## config.mk

```make
export PLATFORM = sky130hd
export DESIGN_NAME = mult_div_unit
export DESIGN_NICKNAME = d
export VERILOG_FILES = /design/src/rtl/md_pkg.sv /design/src/rtl/md_sign_adjust.sv /design/src/rtl/mult_div_unit.sv
export SDC_FILE = /design/constraint.sdc
export NUM_CORES = 1
export LEC_CHECK = 0
export ABC_CLOCK_PERIOD_IN_PS = 6130
export CAP_MARGIN = 40
export CORE_ASPECT_RATIO = 0.6
export CORE_UTILIZATION = 30
export DETAILED_ROUTE_END_ITERATION = 7
export SYNTH_ARGS = -nofsm -noshare
export SYNTH_HDL_FRONTEND = slang
export SYNTH_SLANG_ARGS = --single-unit
```

## constraint.sdc

```tcl
create_clock -name clk -period 6.13 [get_ports clk]
set_input_delay 0.9195 -clock clk [delete_from_list [all_inputs] [get_ports clk]]
set_output_delay 0.9195 -clock clk [all_outputs]
set_load 0.005 [all_outputs]
```

## src/rtl/md_pkg.sv

```systemverilog
// ============================================================================
// Module      : md_pkg
// Description : Shared constants, op encodings and FSM state type for the
//               iterative multiply/divide unit.
// Revision    : 1.0 - initial release
// ============================================================================
`default_nettype none

package md_pkg;

    localparam int MD_WIDTH = 20;

    localparam logic MD_OP_MULT = 1'b0;
    localparam logic MD_OP_DIV  = 1'b1;

    localparam logic [MD_WIDTH-1:0] MD_DBZ_Q = 20'hFFFFF;

    typedef enum logic [1:0] {
        IDLE = 2'd0,
        RUN  = 2'd1,
        DONE = 2'd2
    } md_state_t;

endpackage

`default_nettype wire

```

## src/rtl/md_sign_adjust.sv

```systemverilog
// ============================================================================
// Module      : md_sign_adjust
// Description : Signed-operation support: operand magnitude conversion and
//               sign restoration of the unsigned core result.
// Revision    : 1.0 - initial release
// ============================================================================
`default_nettype none

module md_sign_adjust
    import md_pkg::*;
#(
    parameter int WIDTH = MD_WIDTH
) (
    input  logic             i_signed_op,
    input  logic [WIDTH-1:0] i_a,
    input  logic [WIDTH-1:0] i_b,
    output logic [WIDTH-1:0] o_mag_a,
    output logic [WIDTH-1:0] o_mag_b,
    output logic             o_sign_a,
    output logic             o_sign_b,
    input  logic             i_res_op,
    input  logic             i_res_sign_a,
    input  logic             i_res_sign_b,
    input  logic [WIDTH-1:0] i_raw_hi,
    input  logic [WIDTH-1:0] i_raw_lo,
    output logic [WIDTH-1:0] o_adj_hi,
    output logic [WIDTH-1:0] o_adj_lo
);

    logic [2*WIDTH-1:0] w_prod_neg;
    logic               w_neg_res;

    assign o_sign_a = i_signed_op & i_a[WIDTH-1];
    assign o_sign_b = i_signed_op & i_b[WIDTH-1];
    assign o_mag_a  = o_sign_a ? (~i_a + 1'b1) : i_a;
    assign o_mag_b  = o_sign_b ? (~i_b + 1'b1) : i_b;

    assign w_prod_neg = ~{i_raw_hi, i_raw_lo} + 1'b1;
    assign w_neg_res  = i_res_sign_a ^ i_res_sign_b;

    // Remainder follows the dividend sign; the most-negative quotient wraps.
    always_comb begin
        o_adj_hi = i_raw_hi;
        o_adj_lo = i_raw_lo;
        if (i_res_op == MD_OP_MULT) begin
            if (w_neg_res) begin
                {o_adj_hi, o_adj_lo} = w_prod_neg;
            end
        end else begin
            if (w_neg_res) begin
                o_adj_lo = ~i_raw_lo + 1'b1;
            end
            if (i_res_sign_a) begin
                o_adj_hi = ~i_raw_hi + 1'b1;
            end
        end
    end

endmodule

`default_nettype wire

```

## src/rtl/mult_div_unit.sv

```systemverilog
// ============================================================================
// Module      : mult_div_unit
// Description : Iterative 20-bit shift-add multiplier / restoring divider with
//               start/busy/done handshake and HI/LO result registers.
//               Signed support is built only when MD_SIGNED_EN is defined.
// Revision    : 1.0 - initial release
// ============================================================================
`default_nettype none

module mult_div_unit
    import md_pkg::*;
#(
    parameter int WIDTH = MD_WIDTH,
    parameter int CNT_W = 5
) (
    input  logic             clk,
    input  logic             rst_n,
    input  logic             start,
    input  logic             op,
    input  logic             signed_op,
    input  logic             flush,
    input  logic [WIDTH-1:0] operand_a,
    input  logic [WIDTH-1:0] operand_b,
    output logic             busy,
    output logic             done,
    output logic             div_by_zero,
    output logic [WIDTH-1:0] hi,
    output logic [WIDTH-1:0] lo
);

    md_state_t        r_state;
    logic [CNT_W-1:0] r_cnt;
    logic             r_op;
    logic [WIDTH-1:0] r_b;
    logic [WIDTH-1:0] r_wh;
    logic [WIDTH-1:0] r_wl;
    logic [WIDTH-1:0] r_hi;
    logic [WIDTH-1:0] r_lo;
    logic             r_busy;
    logic             r_done;
    logic             r_dbz;

    logic [WIDTH-1:0] w_mag_a;
    logic [WIDTH-1:0] w_mag_b;
    logic [WIDTH-1:0] w_res_hi;
    logic [WIDTH-1:0] w_res_lo;
    logic [WIDTH:0]   w_sum;
    logic [WIDTH:0]   w_shift;
    logic [WIDTH:0]   w_diff;
    logic             w_ge;
    logic [WIDTH-1:0] w_nxt_wh;
    logic [WIDTH-1:0] w_nxt_wl;
    logic             w_last;

`ifdef MD_SIGNED_EN
    logic r_sa;
    logic r_sb;
    logic w_sa;
    logic w_sb;

    md_sign_adjust #(
        .WIDTH(WIDTH)
    ) u_sign_adjust (
        .i_signed_op (signed_op),
        .i_a         (operand_a),
        .i_b         (operand_b),
        .o_mag_a     (w_mag_a),
        .o_mag_b     (w_mag_b),
        .o_sign_a    (w_sa),
        .o_sign_b    (w_sb),
        .i_res_op    (r_op),
        .i_res_sign_a(r_sa),
        .i_res_sign_b(r_sb),
        .i_raw_hi    (w_nxt_wh),
        .i_raw_lo    (w_nxt_wl),
        .o_adj_hi    (w_res_hi),
        .o_adj_lo    (w_res_lo)
    );
`else
    logic w_unused_signed_op;

    assign w_unused_signed_op = signed_op;
    assign w_mag_a  = operand_a;
    assign w_mag_b  = operand_b;
    assign w_res_hi = w_nxt_wh;
    assign w_res_lo = w_nxt_wl;
`endif

    // MULT: {r_wh,r_wl} is the partial product, multiplier consumed from r_wl[0].
    assign w_sum   = {1'b0, r_wh} + {1'b0, (r_wl[0] ? r_b : {WIDTH{1'b0}})};
    // DIV: r_wh is the partial remainder, dividend bits shift out of r_wl.
    assign w_shift = {r_wh, r_wl[WIDTH-1]};
    assign w_diff  = w_shift - {1'b0, r_b};
    assign w_ge    = ~w_diff[WIDTH];

    always_comb begin
        if (r_op == MD_OP_MULT) begin
            w_nxt_wh = w_sum[WIDTH:1];
            w_nxt_wl = {w_sum[0], r_wl[WIDTH-1:1]};
        end else begin
            w_nxt_wh = w_ge ? w_diff[WIDTH-1:0] : w_shift[WIDTH-1:0];
            w_nxt_wl = {r_wl[WIDTH-2:0], w_ge};
        end
    end

    assign w_last = (r_cnt == CNT_W'(WIDTH - 1));

    always_ff @(posedge clk or negedge rst_n) begin
        if (!rst_n) begin
            r_state <= IDLE;
            r_cnt   <= '0;
            r_op    <= MD_OP_MULT;
            r_b     <= '0;
            r_wh    <= '0;
            r_wl    <= '0;
            r_hi    <= '0;
            r_lo    <= '0;
            r_busy  <= 1'b0;
            r_done  <= 1'b0;
            r_dbz   <= 1'b0;
`ifdef MD_SIGNED_EN
            r_sa    <= 1'b0;
            r_sb    <= 1'b0;
`endif
        end else begin
            r_done <= 1'b0;
            r_dbz  <= 1'b0;
            if (flush) begin
                r_state <= IDLE;
                r_busy  <= 1'b0;
            end else begin
                case (r_state)
                    IDLE, DONE: begin
                        if (start) begin
                            r_op  <= op;
                            r_cnt <= '0;
                            r_wh  <= '0;
                            r_wl  <= (op == MD_OP_MULT) ? w_mag_b : w_mag_a;
                            r_b   <= (op == MD_OP_MULT) ? w_mag_a : w_mag_b;
`ifdef MD_SIGNED_EN
                            r_sa  <= w_sa;
                            r_sb  <= w_sb;
`endif
                            if (op == MD_OP_DIV && operand_b == '0) begin
                                r_state <= DONE;
                                r_busy  <= 1'b0;
                                r_done  <= 1'b1;
                                r_dbz   <= 1'b1;
                                r_hi    <= operand_a;
                                r_lo    <= MD_DBZ_Q;
                            end else begin
                                r_state <= RUN;
                                r_busy  <= 1'b1;
                            end
                        end else begin
                            r_state <= IDLE;
                            r_busy  <= 1'b0;
                        end
                    end
                    RUN: begin
                        r_wh  <= w_nxt_wh;
                        r_wl  <= w_nxt_wl;
                        r_cnt <= r_cnt + 1'b1;
                        if (w_last) begin
                            r_state <= DONE;
                            r_busy  <= 1'b0;
                            r_done  <= 1'b1;
                            r_hi    <= w_res_hi;
                            r_lo    <= w_res_lo;
                        end
                    end
                    default: begin
                        r_state <= IDLE;
                        r_busy  <= 1'b0;
                    end
                endcase
            end
        end
    end

    assign busy        = r_busy;
    assign done        = r_done;
    assign div_by_zero = r_dbz;
    assign hi          = r_hi;
    assign lo          = r_lo;

endmodule

`default_nettype wire

```

==> impl_metrics.tcl, run 1 <==
set metrics [dict create \
    outcome "finished, final reports clean" \
    critPathSlowestCell "o211a_1" \
    vias 6934 \
    grtUsageTotal 0.180 \
    fin_cells 1327 \
    grt_overflow 0 \
    post_cts_resized 0 \
    pin_count 89 \
    area_delta_synth_final_pct 19.8 \
    utilization 0.368 \
    cpPeakStageDelay_ns 0.54 \
    ys_types 69 \
    cts.htree.levels 3 \
    fin_crit_ns 3.93 \
    synth_edf_count 0 \
    crit_path_cell_trace "inv_1 -> ha_1 -> inv_1 -> fa_1 -> a211oi_2 -> nor3_2 -> o2111a_1 -> nor3b_2 -> o211a_1 -> mux2_2 -> a211oi_1 -> o21ai_0" \
    hold_class "flip-flop to flip-flop" \
    synthTopCellsByArea "dfrtp_1, ha_1, o21ai_0" \
    cts_inserted_buffers 9 \
    root_buffer "clkbuf_16" \
    fill_cells 2609 \
    antenna_found_initial 0 \
    yosysMostFrequentCell "nand2_1" \
    coreArea_um2 25400 \
    crit_arrival_ns 4.16 \
    ys.warnings.count 0 \
    drt_iter0_markers 571 \
    wire_per_inst_um 17.5 \
    cts_tree "yes" \
    fin_nets 1059 \
    grt_pass1_wl_um 37700 \
    initial_core_util 0.307 \
    r2r_slack_ns 2.20 \
    r2r_start "r_wl[19]" \
    min_to "hi[18]" \
    final_antenna_net_count 0 \
    tightestPinTransition_ns 0.871 \
    clock_path_buffers 2 \
    seqCellArea_um2 2780 \
    start_kind "flip-flop" \
    end_kind "flip-flop" \
    drive_above_1_share 0.0749 \
    multi_input_area_um2 4690 \
    synth_area_leader_cell "dfrtp_1" \
    min_path_cells 2 \
    critical_path.max_fanout 11 \
    finalCritPeriodShare 0.641 \
    postCtsHoldBufs 0 \
    avgSynthCellArea_um2 8.56 \
    power.density_nw_per_um2 364 \
    die_x_um 210 \
    path_clk_slew_ns 0.07 \
    critPathKind "flip-flop to flip-flop" \
    async_flop_share 1.00 \
    setup_viol 0 \
    slew_headroom 0.419 \
    synth_flop_cell "dfrtp_1" \
    max-vdd-ir-drop_uv 154 \
    ys_ff_latch 111 \
    r2r_end "hi[1]" \
    cts.sinks 111 \
    ys_seq_area_frac 0.356 \
    viasPerCell 5.23 \
    hpwlAfterDp_um 17500 \
    max_cap_viol_count 0 \
    dieArea_um2 26700 \
    core.rowCount 45 \
    hold_start "hi[18]" \
    crit_top_cell "inv_1" \
    synth.top_cells.by_count "nand2_1, dfrtp_1, o21ai_0" \
    synth_top_area_share 0.356 \
    fmax_ghz 0.254 \
    syn_area_um2 7810 \
    final.setup.tns_ns 0 \
    p_leak_nw 4.20 \
    grt_pass1_vias 6697 \
    cts_setup_buffers 0 \
    insertion_delay_ns 0.36 \
    hold-worst-slack_ns 0.507 \
    drc 0 \
    syn_inst 912 \
    numPortBuffers 87 \
    rsz0062_at_grt "false" \
    slew_violations 0 \
    synth_fp_nets 1001 \
    dr.pass1.iters 5 \
    worstPathRequired_ns 6.36 \
    grt_max_degree 68 \
    gp_congestion 0.871 \
    antennaDiodeCount 0 \
    hold_violations 0 \
    die_h_um 127 \
    routed_wl_um 23300 \
    fin_skew_ns 0.00726 \
    dp.cells 1311 \
    reg2reg_depth 12 \
]
[area by class of cell]
cell class / instances / area share
clock buffer: 12 / 0.0253
clock inverter: 4 / 0.00830
inverter: 36 / 0.0145
multi-input combinational: 711 / 0.502
sequential: 111 / 0.297
tap: 352 / 0.0471
timing repair buffer: 101 / 0.106
[critical path, delay by kind of cell, from the launching register on]
| kind | cells | cell delay (ns) |
|---|---|---|
| AO/OA/AOI/OAI | 5 | 1.65 |
| adder cells (fa/ha/maj) | 2 | 0.66 |
| flip-flops | 1 | 0.48 |
| multiplexers | 1 | 0.41 |
| AND/OR/NAND/NOR | 2 | 0.38 |
| buffers and inverters | 2 | 0.20 |
[cell usage in the layout (no fill, tap or decap), types with 15 or more instances in the layout]
cell type	n
a31oi_1	30
nand2_1	123
mux2i_1	46
nor2_1	54
nand3_1	15
inv_1	35
and2_1	26
clkdlybuf4s50_1	85
dfrtp_1	110
mux2_2	24
ha_1	41
a21oi_1	55
o21ai_0	98
a21o_1	17
[registers in the layout, indices dropped and copies added (netlist names)]
register and cells:
lo 20, busy 1, r_wh 20, r_b 20, done 1, r_cnt 5
r_op 1, r_state 2, hi 20, div_by_zero 1, r_wl 20
[power by group]
group | switching [mW] | internal [mW] | leakage (nW) | total (mW)
Combinational | 1.03 | 0.728 | 2.59 | 1.75
Sequential | 0.153 | 0.852 | 1.47 | 1.01
Clock | 0.282 | 0.362 | 0.151 | 0.644
[cells by family (layout without fill, tap and decap cells)]
kind of cell,count (synthesis),after routing,share of synthesized area
DFF,111,111,0.356
muxes,71,71,0.0955
adders and majority gates,43,43,0.0708
buffers and inverters,90,153,0.0458
and+or+nand+nor,276,276,0.164
xor gates and xnor gates,26,26,0.0292
AOI/OAI and AO/OA,295,295,0.239
[how the worst max path moves through the flow]
stage / from / to / slack, ns / cells past startpoint
5_1_grt: r_wl[0] / r_wh[17] / 2.01 / 12
3_3_place_gp: r_wl[19] / hi[1] / 2.35 / 12
2_1_floorplan: r_wl[19] / hi[3] / 3.26 / 12
3_5_place_dp: r_wl[19] / hi[1] / 2.25 / 12
6_report: r_wl[19] / hi[1] / 2.20 / 12
4_1_cts: r_wl[19] / hi[1] / 2.23 / 12
[metal layers]
layer | GRT usage | vias up | part of all wire
met5 | 0 | - | 0
met4 | 0.0309 | 0 | 0.011
met3 | 0.0448 | 21 | 0.067
met2 | 0.251 | 206 | 0.39
met1 | 0.278 | 3320 | 0.53
li1 | - | 3387 | -
[per-stage QoR]
step / power [mW] / worst slack [ns] / instance area (um2)
after detailed placement: 2.75 / 2.25 / 9040
after CTS: 3.41 / 2.23 / 9350
after global routing: 3.67 / 2.01 / 9350
after floorplan: 2.32 / 3.26 / 7810
final: 3.40 / 2.20 / 9350
after global placement: 2.73 / 2.35 / 9010
(Power assumes the default switching activity.)
==> run 2: changes to the inputs <==
--- a/config.mk
+++ b/config.mk
@@ -5,7 +5,7 @@
 export SDC_FILE = /design/constraint.sdc
 export NUM_CORES = 1
 export LEC_CHECK = 0
-export ABC_CLOCK_PERIOD_IN_PS = 6130
+export ABC_CLOCK_PERIOD_IN_PS = 3850
 export CAP_MARGIN = 40
 export CORE_ASPECT_RATIO = 0.6
 export CORE_UTILIZATION = 30
==> constraint.sdc (replaced) <==
create_clock -name clk -period 3.85 [get_ports clk]
set_input_delay 0.5775 -clock clk [delete_from_list [all_inputs] [get_ports clk]]
set_output_delay 0.5775 -clock clk [all_outputs]
set_load 0.005 [all_outputs]
==> run 2 against run 1 <==
Compared with the run above:
- first-iteration DRC count fell by 6.7%
- power rose by 58%
- count of clock-buffer cells in the layout unchanged
- setup slack lost 2.0 ns
- flip-flop and latch count unchanged
- wire length up 2.4%
- design area rose by 0.35%
- non-clock buffer count grew 5
- sequential power up 56%
- largest power group unchanged
- combinational power up 63%
==> impl_metrics.tcl, run 2 (synthesis results as in run 1) <==
set metrics [dict create \
    max-vdd-ir-drop_uv 296 \
    grtUsageTotal 0.181 \
    fmax_ghz 0.278 \
    fin_skew_ns 0.00710 \
    grt.busiest_layer "met1" \
    core.rowCount 45 \
    cts_setup_buffers 0 \
    cts.htree.levels 3 \
    die_h_um 127 \
    r2r_start "r_wl[19]" \
    path_clk_slew_ns 0.08 \
    grt_overflow 0 \
    antenna_found_initial 0 \
    dieArea_um2 26700 \
    area_delta_synth_final_pct 20.2 \
    numPortBuffers 87 \
    tightestPinTransition_ns 0.919 \
    die_x_um 210 \
    routed_wl_um 23800 \
    critical_path.max_fanout 14 \
    clock_path_buffers 2 \
    fin_crit_ns 3.60 \
    insertion_delay_ns 0.36 \
    hpwlAfterDp_um 18000 \
    antennaDiodeCount 0 \
    post_cts_resized 0 \
    grtUsageMet3 0.0329 \
    max_cap_viol_count 0 \
    grt_max_degree 57 \
    dr.pass1.iters 5 \
    end_kind "flip-flop" \
    multi_input_area_um2 4690 \
    finalCritPeriodShare 0.936 \
    seqCellArea_um2 2780 \
    postCtsHoldBufs 0 \
    use_met2 0.254 \
    slew_violations 0 \
    coreArea_um2 25400 \
    drc 0 \
    dpl_worst_slack_ns 0.313 \
    slew_headroom 0.387 \
    hold_class "primary input to asynchronous set/reset pin" \
    final.setup.tns_ns 0 \
    final_antenna_net_count 0 \
    p_leak_nw 4.23 \
    startpoint "r_wl[19]" \
    fin_nets 1064 \
    outcome "finished, final reports clean" \
    viasPerCell 5.33 \
    cts_tree "yes" \
    pin_count 89 \
    critPathKind "flip-flop to flip-flop" \
    root_buffer "clkbuf_16" \
    initial_core_util 0.307 \
    hold_violations 0 \
    power.density_nw_per_um2 573 \
    hold-worst-slack_ns 0.0867 \
    postLayoutSetupSlackWorst_ns 0.248 \
    vias 7104 \
    p_total_mw 5.38 \
    fill_cells 2602 \
    wire_per_inst_um 17.9 \
    grt_pass1_wl_um 37800 \
    cts.sinks 111 \
    worstPathRequired_ns 4.10 \
    grt_util_met1 0.289 \
    layout_common_cells "nand2_1, dfrtp_1, o21ai_0, clkdlybuf4s50_1, a21oi_1" \
    grt_pass1_vias 6599 \
    drive_above_1_share 0.0816 \
    layout_commonest_cell "nand2_1" \
    crit_arrival_ns 3.85 \
    rsz0062_at_grt "false" \
    utilization 0.370 \
    drt_iter0_markers 533 \
    start_kind "flip-flop" \
    cts_inserted_buffers 9 \
    setup_viol 0 \
    gp_congestion 0.912 \
]
==> run 2: area by class of cell <==
class	count	area share
Clock buffer	12	0.0273
Clock inverter	4	0.00293
Inverter	36	0.0144
Multi-Input combinational cell	711	0.500
Sequential cell	111	0.296
Tap cell	352	0.0469
Timing Repair Buffer	106	0.112
==> run 2: path summary, 6_finish.rpt <==
path	cells after the start	slack, ns	end
max in group asynchronous	3	2.93	div_by_zero
min in group clk	2	0.50	hi[18]
worst min-delay path	1	0.09	lo[1]
worst max register to register	13	0.25	r_wh[11]
worst min register to register	2	0.50	hi[18]
worst max-delay path	13	0.25	r_wh[11]
==> run 2: worst max-delay path, stage by stage, from the launching register on <==
cell      delay, ns
dfrtp_1        0.46
inv_1          0.11
ha_1           0.21
inv_1          0.07
fa_1           0.26
a211oi_2       0.13
nor3_2         0.38
o2111a_1       0.30
nor3b_2        0.07
o211ai_2       0.53
buf_4          0.34
mux2i_1        0.25
a211oi_2       0.10
mux2_2         0.28
==> run 2: layer usage <==
metal | routed length (um) | vias to the layer above
li1 | - | 3403
met1 | 12600 | 3473
met2 | 9630 | 214
met3 | 1470 | 14
met4 | 145 | 0
met5 | 0 | -
==> run 2: power by group <==
group          switching [mW]  leakage (nW)  internal (mW)
sequential              0.226          1.47           1.36
clock                   0.456         0.143          0.479
combinational            1.67          2.62           1.19
==> run 2: metrics by stage <==
stage | std cells | instance area, um2
after global routing | 1332 | 9380
after CTS | 1332 | 9380
final | 1332 | 9380
after detailed placement | 1316 | 9100
after global placement | 1315 | 9070
after floorplan | 912 | 7810
==> run 3: changes to the inputs <==
--- a/config.mk
+++ b/config.mk
@@ -12,4 +12,5 @@
 export DETAILED_ROUTE_END_ITERATION = 7
 export SYNTH_ARGS = -nofsm -noshare
 export SYNTH_HDL_FRONTEND = slang
+export SYNTH_HIERARCHICAL = 1
 export SYNTH_SLANG_ARGS = --single-unit
==> results of run 3 <==
Same layout as run 2: the final DEF is identical, and so are final timing and power.
Among the figures that moved: Yosys warning count 0 -> 6
==> edit 1 (config.mk and constraints of run 2) <==
Encoding of `md_state_t`: now one-hot (3 bits for 3 states).
--- a/src/rtl/md_pkg.sv
+++ b/src/rtl/md_pkg.sv
@@ -17,6 +17,6 @@
 
-    typedef enum logic [1:0] {
-        IDLE = 2'd0,
-        RUN  = 2'd1,
-        DONE = 2'd2
+    typedef enum logic [2:0] {
+        IDLE = 3'b001,
+        RUN  = 3'b010,
+        DONE = 3'b100
     } md_state_t;
Behaviour: no difference found for any inputs over 4 cycles, from zero or initial values and one cycle with rst_n low; so few cycles prove little.
==> edit 1 against run 2 <==
  * Final area is 2.2% lower
  * Sequential cell count is 1 higher
  * Setup slack better by 190 ps
  * Cell count is 5.9% lower
  * Critical path depth is 1 higher
  * Maximum frequency is 5.7% higher
  * Wire length is 4.8% lower
  * Area after synthesis is 2.5% lower
  * Sequential share of layout area is 0.94 points higher
  * Highest routed layer unchanged
Power is not compared: it rests on default switching activity, and its combinational part moved more than twofold at a synthesized area within 25%.
==> edit 1: results (changes against run 2) <==
Outcome - finished, final reports clean
DP Worst Slack - 455.7 ps (+142.4 ps)
Register area share after synthesis - 36.86% (+1.3 points)
Top fanout value on the critical path - 18 (+4)
Synth top cells by count - 111 x dfrtp_1, 74 x a21oi_1, 72 x nand2_1
Syn Nets - 950 (-5.1%)
Non-CTS inverters - 33 (-8.3%)
Dpl cells - 1,238 (-5.9%)
Final core utilization - 37.39% (+0.44 points)
Fill count - 2,535 (-2.6%)
Placement Cell Area - 8869 µm² (-2.5%)
Area occupied by registers - 2805 µm² (+0.95%)
Max incr delay on CP - 420 ps (-110 ps)
Routability-driven placement congestion ratio - 0.8812 (-3.4%)
Maximum number of pins on one net before global-route repair - 81 (+42%)
Nonclk buf count - 105 (-0.94%)
Critical path's slowest cell - fa_1
Worst slew pin tran - 879.9 ps (-39.20 ps)
Clock buf/inv share - 3.407% (+0.38 points)
Synth Instances - 861 (-5.6%)
Nets@finish - 1,016 (-4.5%)
Buffering overhead - 11.37% (+0.17 points)
Drt initial violations - 545 (+2.3%)
Top cells by area, synth - dfrtp_1 37%, ha_1 6.7%, mux2i_1 6.7%
CTS sink cnt - 112 (+0.90%)
Area of the multi-input gates - 4493 µm² (-4.3%)
Multi-input combinational area share - 48.94% (-1.1 points)
Netlist cell types - 61 (-12%)
Post-Route WL - 22.69 mm (-4.8%)
Clk_skew - 7.539 ps (+0.4391 ps)
Detailed Place HPWL - 16.95 mm (-6.1%)
Vias in the first global route - 6,491 (-1.6%)
All-layer global routing usage - 18.02% (-0.094 points)
Critical Path AT - 3640 ps (-210 ps)
==> edit 1: changes by cell type after synthesis, moves of 6 or more <==
cell      before  now
nand2_1      123   72
a211oi_1       9   49
o21ai_0       98   70
a31oi_1       30    4
a21oi_1       55   74
mux2_2        24    5
a21o_1        17   34
nor2_1        56   67
nor2b_1       11   21
xnor2_1       14   23
o21a_1        10    3
clkbuf_1      46   40
o21ai_1        8    2
o22ai_1        7    1
==> edit 1: path summary, 6_finish.rpt <==
path / startpoint / to / slack (ps)
worst max-delay path: r_wl[19] / hi[1] / 440
worst min-delay path: rst_n / r_b[3] / 200
worst max register to register: r_wl[19] / hi[1] / 440
worst min register to register: r_wl[15] / r_wl[15] / 490
max in group asynchronous: rst_n / r_wh[4] / 2800
min in group clk: r_wl[15] / r_wl[15] / 490
==> edit 1: metal layers <==
layer / track usage [%] / routed length [µm] / vias up
li1: - / - / 3251
met3: 3.617 / 1426 / 11
met4: 2.239 / 106 / 0
met5: 0 / 0 / -
met1: 29.02 / 12210 / 3301
met2: 24.60 / 8954 / 207
==> edit 1: cells by family (layout without fill, tap and decap cells) <==
family                     after synthesis  after routing  share of synthesized area (%)
DFF                                    112            112                          36.86
muxes                                   56             56                          7.451
adders and majority gates               43             43                          7.270
AOI/OAI and AO/OA                      286            286                          24.36
and+or+nand+nor                        243            243                          15.20
buffers and inverters                   83            154                          4.243
xor gates and xnor gates                38             38                          4.622
==> edit 1: worst register-to-register path, cell delays in order, from the launching register on <==
cell,delay [ps]
dfrtp_1,390
inv_1,80
ha_1,160
inv_1,50
fa_1,420
a21o_1,220
a221oi_2,280
o21ba_2,270
o21ai_1,90
o211ai_2,130
xor2_4,200
buf_12,190
mux2_2,390
a211oi_1,270
o21ai_0,130
==> edit 2 (config.mk and constraints of run 2) <==
Without the edit above. Build with the macro `MD_SIGNED_EN` defined.
--- a/src/rtl/mult_div_unit.sv
+++ b/src/rtl/mult_div_unit.sv
@@ -8,2 +8,4 @@
 `default_nettype none
+
+`define MD_SIGNED_EN
 
Behaviour: no difference found for any inputs over 4 cycles, from zero or initial values and one cycle with rst_n low; that may be too few to reach the edited logic, so the function may still have changed.
==> edit 2 against run 2 <==
  * First-iteration DRC count grew to 2.6 times the old value
  * Largest cell class unchanged
  * Highest routed layer unchanged
  * Critical path depth is 7 higher
  * Die area is 26% higher
  * Final area is 40% higher
  * Hold slack better by 160 ps
  * Combinational power grew to 2.6 times the old value
  * Wire length is 79% higher
  * Area after synthesis is 27% higher
  * Critical endpoint is now hi[18]
  * Setup slack worse by 420 ps
  * Sequential cell count is 1 higher
  * Critical path type unchanged
  * Sequential share of layout area is 8.3 points lower
  * The run now ends with setup timing left
  * Total power is 86% higher
==> edit 2: results (changes against run 2) <==
Comb pwr share - 73.5% (+20 points)
DR WL met3 - 6.229 mm (+320%)
TNS Setup - -1054 ps (-1054 ps)
Fill count - 3,303 (+27%)
Worst slew margin relative to its limit - 33.65% (-5.1 points)
Max incr delay on CP - 390 ps (-140 ps)
DR pass1 iterations - 6 (+1)
R2R Path End - hi[18]
Area occupied by registers - 2804 µm² (+0.90%)
Non-CTS inverters - 52 (+44%)
Dpl cells - 1,899 (+44%)
Failing checks - setup timing
Fin worst setup slack - -174.0 ps (-422.1 ps)
Wl on met1 - 21.45 mm (+71%)
Met2 Routed Length - 14.72 mm (+53%)
Multi-input gates - 1,047 (+47%)
Netlist cell types - 84 (+22%)
Detailed Place HPWL - 34.09 mm (+89%)
All-layer global routing usage - 25.19% (+7.1 points)
Share of layout cells above drive strength 1 - 20.32% (+12 points)
P_leak - 5.813 nW (+37%)
Drt initial violations - 1,392 (+160%)
Layout clock buffers - 11 (-1)
Nets@finish - 1,606 (+51%)
Clk_skew - 19.27 ps (+12.17 ps)
Maximum number of pins on one net before global-route repair - 70 (+23%)
DP Worst Slack - -157.3 ps (-470.6 ps)
Outcome - complete, but fails checks
Register-to-Register Path Depth - 20 (+7)
Register area share after synthesis - 28.35% (-7.2 points)
Hold WS - 248.8 ps (+162.1 ps)
Psw - 4.767 mW (+100%)
Final setup fails - 14 (+14)
Routability-driven placement congestion ratio - 0.9849 (+8.0%)
Via count - 10,800 (+52%)
Top fanout value on the critical path - 6 (-8)
Clock buf/inv share - 2.099% (-0.93 points)
Syn Nets - 1,371 (+37%)
## edit 2: changes by cell type in the layout (fill, tap and decap cells not counted), sizes merged, moves of 27 or more
cell / run 2 / this run
buf: 21 / 205
a21oi: 55 / 144
nor2: 56 / 128
xor2: 12 / 50
xnor2: 14 / 49
o21ai: 106 / 137
nor3: 6 / 33
## edit 2: cell families after synthesis
group | after synthesis | synth area share (%)
adder cells (fa/ha/maj) | 47 | 6.101
AND/OR/NAND/NOR | 436 | 21.40
XOR/XNOR | 99 | 8.848
multiplexers | 42 | 4.355
AO/OA/AOI/OAI | 423 | 26.10
flip-flops | 112 | 28.35
buffers and inverters | 119 | 4.835
## edit 2: per-layer routing
layer | vias to the layer above | global-route usage [%]
met5 | - | 0
met4 | 0 | 3.520
met3 | 25 | 12.22
met2 | 540 | 28.68
met1 | 5219 | 40.16
li1 | 5014 | -
## edit 2: what timing repair did
action	CTS	global route
pin swaps	22	32
gates cloned	0	0
endpoints found under the setup margin	13	20
hold buffers	0	0
setup buffers	11	16
gates resized for setup	29	60
